## src/rtl/cfi_mailbox_slave.sv

```systemverilog
// CFI log mailbox: AXI slave holding a payload register file plus doorbell/done/verdict
// handshake registers shared with the root-of-trust through a simple register port.
package ariane_axi;
  typedef logic [3:0]  id_t;
  typedef logic [63:0] addr_t;
  typedef logic [63:0] data_t;
  typedef logic [7:0]  strb_t;

  localparam logic [1:0] RESP_OKAY   = 2'b00;
  localparam logic [1:0] RESP_SLVERR = 2'b10;
  localparam logic [1:0] RESP_DECERR = 2'b11;

  typedef struct packed { id_t id; addr_t addr; logic [7:0] len; } ax_chan_t;
  typedef struct packed { data_t data; strb_t strb; logic last; } w_chan_t;
  typedef struct packed { id_t id; logic [1:0] resp; } b_chan_t;
  typedef struct packed { id_t id; data_t data; logic [1:0] resp; logic last; } r_chan_t;

  typedef struct packed {
    ax_chan_t aw; logic aw_valid;
    w_chan_t  w;  logic w_valid;
    logic     b_ready;
    ax_chan_t ar; logic ar_valid;
    logic     r_ready;
  } req_t;

  typedef struct packed {
    logic aw_ready; logic ar_ready; logic w_ready;
    logic b_valid; b_chan_t b;
    logic r_valid; r_chan_t r;
  } resp_t;
endpackage

module cfi_mailbox_slave #(
  parameter int NR_PAYLOAD_WORDS = 8,
  parameter int OFFSET_WIDTH     = 8
) (
  input  logic                    clk_i,
  input  logic                    rst_ni,
  input  ariane_axi::req_t        axi_req_i,
  output ariane_axi::resp_t       axi_rsp_o,
  output logic                    doorbell_irq_o,
  input  logic                    rot_req_i,
  input  logic                    rot_we_i,
  input  logic [OFFSET_WIDTH-1:0] rot_addr_i,
  input  logic [31:0]             rot_wdata_i,
  output logic [31:0]             rot_rdata_o,
  output logic                    rot_rvalid_o
);
  import ariane_axi::*;

  localparam int WORD_W = OFFSET_WIDTH - 2;
  typedef logic [WORD_W-1:0] word_t;
  typedef enum logic [2:0] {SEL_PAYLOAD, SEL_DOORBELL, SEL_DONE, SEL_VERDICT, SEL_NONE} sel_e;
  typedef enum logic [1:0] {W_IDLE, W_DATA, W_RESP} w_state_e;
  typedef enum logic       {R_IDLE, R_DATA} r_state_e;

  logic [31:0] payload [NR_PAYLOAD_WORDS];
  logic        pending, done;
  logic [1:0]  verdict;

  function automatic sel_e decode(word_t word);
    if (int'(word) < NR_PAYLOAD_WORDS) return SEL_PAYLOAD;
    if (int'(word) == 16)              return SEL_DOORBELL;
    if (int'(word) == 17)              return SEL_DONE;
    if (int'(word) == 18)              return SEL_VERDICT;
    return SEL_NONE;
  endfunction

  function automatic logic [31:0] reg_value(word_t word);
    logic [31:0] v;
    v = '0;
    case (decode(word))
      SEL_PAYLOAD:  for (int i = 0; i < NR_PAYLOAD_WORDS; i++) if (int'(word) == i) v = payload[i];
      SEL_DOORBELL: v = {31'd0, pending};
      SEL_DONE:     v = {31'd0, done};
      SEL_VERDICT:  v = {30'd0, verdict};
      default:      v = '0;
    endcase
    return v;
  endfunction

  // Write channel state
  w_state_e    w_state;
  logic        aw_ready_q, w_ready_q, b_valid_q;
  logic [1:0]  b_resp_q;
  id_t         aw_id;
  word_t       aw_word;
  logic [7:0]  aw_len;
  logic [31:0] lane_data;
  logic [3:0]  lane_strb;
  sel_e        w_sel;
  logic [1:0]  w_resp;
  logic        w_fire, pl_we, db_set;

  // NOTE: every signal driven here gets a default first so no path leaves it unassigned (no latch).
  always_comb begin
    lane_data = aw_word[0] ? axi_req_i.w.data[63:32] : axi_req_i.w.data[31:0];
    lane_strb = aw_word[0] ? axi_req_i.w.strb[7:4]   : axi_req_i.w.strb[3:0];
    w_sel     = decode(aw_word);
    w_fire    = (w_state == W_DATA) && w_ready_q && axi_req_i.w_valid && axi_req_i.w.last;
    if (w_sel == SEL_NONE)                                w_resp = RESP_DECERR;
    else if (aw_len != 8'd0)                              w_resp = RESP_SLVERR;
    else if (w_sel == SEL_DONE || w_sel == SEL_VERDICT)   w_resp = RESP_SLVERR;
    else if (pending)                                     w_resp = RESP_SLVERR;
    else                                                  w_resp = RESP_OKAY;
    pl_we  = w_fire && (w_resp == RESP_OKAY) && (w_sel == SEL_PAYLOAD);
    db_set = w_fire && (w_resp == RESP_OKAY) && (w_sel == SEL_DOORBELL) && lane_strb[0] && lane_data[0];
  end

  // NOTE: sequential state uses non-blocking assignments so every register samples pre-edge values.
  always_ff @(posedge clk_i or negedge rst_ni) begin
    if (!rst_ni) begin
      w_state    <= W_IDLE;
      aw_ready_q <= 1'b0;
      w_ready_q  <= 1'b0;
      b_valid_q  <= 1'b0;
      b_resp_q   <= RESP_OKAY;
      aw_id      <= '0;
      aw_word    <= '0;
      aw_len     <= '0;
    end else begin
      case (w_state)
        W_IDLE: if (aw_ready_q && axi_req_i.aw_valid) begin
          aw_id      <= axi_req_i.aw.id;
          aw_word    <= axi_req_i.aw.addr[OFFSET_WIDTH-1:2];
          aw_len     <= axi_req_i.aw.len;
          aw_ready_q <= 1'b0;
          w_ready_q  <= 1'b1;
          w_state    <= W_DATA;
        end else begin
          aw_ready_q <= 1'b1;
        end
        W_DATA: if (w_fire) begin
          w_ready_q <= 1'b0;
          b_valid_q <= 1'b1;
          b_resp_q  <= w_resp;
          w_state   <= W_RESP;
        end
        W_RESP: if (axi_req_i.b_ready) begin
          b_valid_q  <= 1'b0;
          aw_ready_q <= 1'b1;
          w_state    <= W_IDLE;
        end
        default: w_state <= W_IDLE;
      endcase
    end
  end

  // Read channel state; beat data is taken live from the registers in each beat's cycle.
  r_state_e    r_state;
  logic        ar_ready_q, r_valid_q;
  id_t         ar_id;
  word_t       ar_word;
  logic [7:0]  ar_len, r_cnt;
  logic        r_last;
  logic [1:0]  r_resp;
  logic [31:0] r_word;

  always_comb begin
    r_last = (r_cnt == ar_len);
    if (decode(ar_word) == SEL_NONE) r_resp = RESP_DECERR;
    else if (ar_len != 8'd0)         r_resp = RESP_SLVERR;
    else                             r_resp = RESP_OKAY;
    r_word = (r_valid_q && r_resp == RESP_OKAY) ? reg_value(ar_word) : '0;
  end

  always_ff @(posedge clk_i or negedge rst_ni) begin
    if (!rst_ni) begin
      r_state    <= R_IDLE;
      ar_ready_q <= 1'b0;
      r_valid_q  <= 1'b0;
      ar_id      <= '0;
      ar_word    <= '0;
      ar_len     <= '0;
      r_cnt      <= '0;
    end else begin
      case (r_state)
        R_IDLE: if (ar_ready_q && axi_req_i.ar_valid) begin
          ar_id      <= axi_req_i.ar.id;
          ar_word    <= axi_req_i.ar.addr[OFFSET_WIDTH-1:2];
          ar_len     <= axi_req_i.ar.len;
          r_cnt      <= '0;
          ar_ready_q <= 1'b0;
          r_valid_q  <= 1'b1;
          r_state    <= R_DATA;
        end else begin
          ar_ready_q <= 1'b1;
        end
        R_DATA: if (axi_req_i.r_ready) begin
          if (r_last) begin
            r_valid_q  <= 1'b0;
            ar_ready_q <= 1'b1;
            r_state    <= R_IDLE;
          end else begin
            r_cnt <= r_cnt + 8'd1;
          end
        end
        default: r_state <= R_IDLE;
      endcase
    end
  end

  word_t rot_word;
  sel_e  rot_sel;
  assign rot_word = rot_addr_i[OFFSET_WIDTH-1:2];
  assign rot_sel  = decode(rot_word);

  // The AXI doorbell set is applied last so it overrides a same-edge RoT DONE write.
  // NOTE: the payload array is reset explicitly because its cleared state is architecturally visible.
  always_ff @(posedge clk_i or negedge rst_ni) begin
    if (!rst_ni) begin
      for (int i = 0; i < NR_PAYLOAD_WORDS; i++) payload[i] <= '0;
      pending <= 1'b0;
      done    <= 1'b0;
      verdict <= '0;
    end else begin
      if (rot_req_i && rot_we_i && rot_sel == SEL_DONE) begin
        done <= rot_wdata_i[0];
        if (rot_wdata_i[0]) pending <= 1'b0;
      end
      if (rot_req_i && rot_we_i && rot_sel == SEL_VERDICT) verdict <= rot_wdata_i[1:0];
      if (db_set) begin
        pending <= 1'b1;
        done    <= 1'b0;
      end
      if (pl_we) begin
        for (int i = 0; i < NR_PAYLOAD_WORDS; i++) begin
          if (int'(aw_word) == i) begin
            for (int b = 0; b < 4; b++) if (lane_strb[b]) payload[i][8*b +: 8] <= lane_data[8*b +: 8];
          end
        end
      end
    end
  end

  always_ff @(posedge clk_i or negedge rst_ni) begin
    if (!rst_ni) begin
      rot_rvalid_o <= 1'b0;
      rot_rdata_o  <= '0;
    end else begin
      rot_rvalid_o <= rot_req_i && !rot_we_i;
      if (rot_req_i && !rot_we_i) rot_rdata_o <= reg_value(rot_word);
    end
  end

  assign doorbell_irq_o = pending;

  always_comb begin
    axi_rsp_o          = '0;
    axi_rsp_o.aw_ready = aw_ready_q;
    axi_rsp_o.w_ready  = w_ready_q;
    axi_rsp_o.b_valid  = b_valid_q;
    axi_rsp_o.b.id     = aw_id;
    axi_rsp_o.b.resp   = b_resp_q;
    axi_rsp_o.ar_ready = ar_ready_q;
    axi_rsp_o.r_valid  = r_valid_q;
    axi_rsp_o.r.id     = ar_id;
    axi_rsp_o.r.data   = {r_word, r_word};
    axi_rsp_o.r.resp   = r_resp;
    axi_rsp_o.r.last   = r_last;
  end

  logic unused;
  assign unused = ^{axi_req_i.aw.addr[63:OFFSET_WIDTH], axi_req_i.aw.addr[1:0],
                    axi_req_i.ar.addr[63:OFFSET_WIDTH], axi_req_i.ar.addr[1:0],
                    rot_addr_i[1:0], rot_wdata_i[31:2]};
endmodule

```

## config.mk

```make
export PLATFORM = sky130hd
export DESIGN_NAME = cfi_mailbox_slave
export DESIGN_NICKNAME = d
export VERILOG_FILES = /design/src/rtl/cfi_mailbox_slave.sv
export SDC_FILE = /design/constraint.sdc
export NUM_CORES = 1
export LEC_CHECK = 0
export ABC_AREA = 1
export CAP_MARGIN = 30
export CORE_ASPECT_RATIO = 0.5
export CORE_UTILIZATION = 30
export DETAILED_ROUTE_END_ITERATION = 6
export HOLD_SLACK_MARGIN = 0.08
export SLEW_MARGIN = 20
export SYNTH_ARGS = -nofsm -noshare
export SYNTH_HDL_FRONTEND = slang
export SYNTH_SLANG_ARGS = --single-unit
```

## constraint.sdc

```tcl
create_clock -name clk_i -period 2.1 [get_ports clk_i]
set_input_delay 0.315 -clock clk_i [delete_from_list [all_inputs] [get_ports clk_i]]
set_output_delay 0.315 -clock clk_i [all_outputs]
set_load 0.05 [all_outputs]
```

==> results.py <==
metrics = {
    "floorplanning": {
        "die_y_um": 173,
        "design.die.area_mm2": 0.0595,
        "boundaryPins": 390,
        "fp.dieW_um": 344,
        "initial_core_util_pct": 30.5,
        "num_rows": 62,
        "core-area_mm2": 0.0576,
    },
    "finish": {
        "final_area_mm2": 0.0254,
        "area_growth_pct": 44.8,
        "finalNetCount": 2896,
        "drive_above_1_share_pct": 21.7,
        "num_antenna_cells": 0,
        "fin_util_pct": 44.1,
    },
    "timing": {
        "fmax_mhz": 352,
        "fin_setup_tns_ns": -43.02,
        "finClkSkew_ns": 0.0328,
        "worst_pin_slew_ns": 0.567,
        "period_minus_slack_ns": 2.84,
        "fin_crit_sh_pct": 135,
        "hold_viol_final": 0,
        "setup_ws_ns": -0.737,
        "hold_slack_ns": 0.286,
        "grt_setup_unrepaired": "yes",
        "drv_slew": 0,
        "slew_headroom_pct": 62.2,
        "setup_violations": 65,
    },
    "power": {
        "vdd_drop_max_v": 0.000509,
        "p_leak_nw": 11.4,
        "powerDensity_mw_per_mm2": 814,
    },
    "yosys": {
        "ys.flop_type": "dfrtp_1",
        "synth_edf_count": 0,
        "synth_area_mm2": 0.0175,
        "syn-instance-count": 2243,
        "yosys.area.top_type_share_pct": 49.5,
        "synth_nets": 2518,
        "yosysMostFrequentCell": "nand2_1",
        "synthArstFlopShare_pct": 100,
        "synth_top_area_cell": "dfrtp_1",
        "syn_avg_cell_area_um2": 7.82,
        "ys_top_cells_by_area": "dfrtp_1 50%, nand2_1 17%, o21ai_0 8.3%",
        "ys_seq_area_share_pct": 49.5,
        "synth_common_cells": "800 x nand2_1, 347 x dfrtp_1, 291 x o21ai_0",
        "synth_seq_cells": 347,
        "ys_types": 38,
        "yosys_warnings": 0,
    },
    "status": {
        "violations": "setup timing",
        "outcome": "finished with violations",
    },
    "placed_design": {
        "post-place-ws_ns": -0.284,
        "dpl.hpwl_um": 43200,
        "placed_area_mm2": 0.0233,
        "place_congestion": 0.907,
        "portBuffers": 241,
    },
    "grt": {
        "use_met1_pct": 27.5,
        "grt_pass1_vias": 16720,
        "top_usage_layer": "met2",
        "grt_max_degree": 66,
        "grt_pass1_wl_um": 93700,
        "grt_usage_pct": 19.9,
        "grtUsageMet2_pct": 32.8,
        "gr-total-overflow": 0,
        "grt_antenna_before_repair": 1,
        "grtUsageMet3_pct": 3.06,
    },
    "clock_network": {
        "cts_max_level": 2,
        "root_buffer": "clkbuf_16",
        "numCtsBuffers": 36,
        "cts_tree": "built",
        "cts_buffer_depth": 3,
        "clk_pin_slew_ns": 0.06,
        "clkLatencyLatePin_ns": 0.56,
        "clock-sinks": 347,
    },
    "routing": {
        "antenna_left": 0,
        "routedWlPerCell_um": 17.5,
        "dr_total_vias": 16856,
        "drt_first_pass_iters": 5,
        "postRouteWirelength_um": 59600,
        "drt_iter0_markers": 1151,
        "drc_errors": 0,
        "avgViaCountPerCell": 4.94,
    },
    "hold_path": {
        "hp-class": "input port to asynchronous set/reset pin",
    },
    "setup_path": {
        "cp-end-kind": "output pin",
        "r2r_slack_ns": 0.15,
        "start_kind": "flop",
        "cp.required_ns": 1.78,
        "arrival_ns": 2.52,
        "crit_type": "flop to output pin",
        "crit_fanout": 13,
    },
    "flow_run": {
        "drv_cap": 0,
    },
}
## worst max-delay path, stage by stage, from the launching register on
cell	delay, ns
dfrtp_2	0.42
buf_4	0.15
nor2_4	0.15
nand2_4	0.13
nor2_4	0.21
inv_6	0.10
buf_12	0.18
buf_4	0.15
o211ai_1	0.21
inv_2	0.11
buf_12	0.16
## power by group
part | total (mW) | internal, mW | switching, mW
sequential | 7.62 | 7.19 | 0.434
clock | 6.96 | 4.07 | 2.90
combinational | 6.08 | 2.51 | 3.57
total | 20.7 | 13.8 | 6.90
## routing by layer
layer | share of wire (%) | routed length, µm
met1 | 45 | 26700
met3 | 5.7 | 3380
met4 | 2.2 | 1310
met2 | 47 | 28300
met5 | 0.022 | 13
## sequential cells by signal, indices dropped and copies added (netlist names), 4 cells and up
name	cells
aw_id	4
r_cnt	8
ar_word	6
rot_rdata_o	32
payload	256
aw_len	8
ar_id	4
aw_word	6
ar_len	8
## path summary, 6_finish.rpt
path	startpoint	end	depth (start not counted)
hold / removal	rst_ni	rot_rdata_o[20]$_DFFE_PN0P_	2
setup reg to reg	aw_len[5]$_DFFE_PN0P_	payload[223]$_DFFE_PN0P_	9
min in group clk_i	axi_req_i[154]	aw_len[0]$_DFFE_PN0P_	3
hold reg to reg	ar_id[2]$_DFFE_PN0P_	ar_id[2]$_DFFE_PN0P_	2
max in group asynchronous	rst_ni	ar_ready_q$_DFFE_PN0P_	3
setup / recovery	ar_word[3]$_DFFE_PN0P_	axi_rsp_o[20]	10
## kinds of logic (layout without fill, tap and decap cells)
group           after synthesis  count (layout)  share of synthesized area (%)
xor+xnor                      7               7                          0.350
flops                       347             347                           49.5
compound gates              486             486                           14.6
simple gates               1104            1104                           26.0
mux                          34              34                           1.95
buf+inv                     264             668                           7.52
fa+ha+maj                     1               1                         0.0714
## timing repair
item,CTS,global route
gates cloned,2,2
pin swaps,13,31
endpoints found under the setup margin,70,165
gates resized for setup,82,109
buffers inserted,7,9
endpoints found under the hold margin,77,0
hold buffers,1,0
## layout make-up
type	count	area, µm²
clock buffer	50	1060
timing repair buffer	481	5830
clock inverter	14	205
sequential	347	8690
inverter	123	562
tap	768	961
multi-input combinational	1632	8070
fill	5591	32200
## cell usage in the layout, fill, tap and decap left out, types with 5 or more instances in the layout
master           netlist  final
buf_8                  0      5
clkinvlp_4             0     23
dfrtp_1              347    343
nor2_4                 0     19
nand2_1              800    762
o21ai_0              291    278
a21oi_1              148    118
a21oi_2                0     27
clkinv_2               0      6
clkdlybuf4s50_1        0    166
nand2_2                0     32
o211ai_1              39     39
or2_2                 28     28
nor3_1                 8      5
nand4_1               69     69
o21ai_1                0      9
inv_1                119     84
nor2_1               129     84
xnor2_1                6      5
nand3_1               56     55
nand2_4                0      6
clkbuf_8               0     11
inv_2                  2     14
nor2_2                 0     26
buf_12                 0    128
buf_6                 24     19
mux2i_1               33     33
clkbuf_16              0     38
buf_4                 38    152
## metrics by stage
| stage | cells | power [mW] |
|---|---|---|
| 2_1_floorplan | 2243 | 10.4 |
| 3_3_place_gp | 3331 | 13.1 |
| 3_5_place_dp | 3331 | 13.2 |
| 4_1_cts | 3405 | 20.5 |
| 5_1_grt | 3415 | 21.6 |
| 6_report | 3415 | 20.7 |
Note: power is estimated with default switching activity, not from simulation.
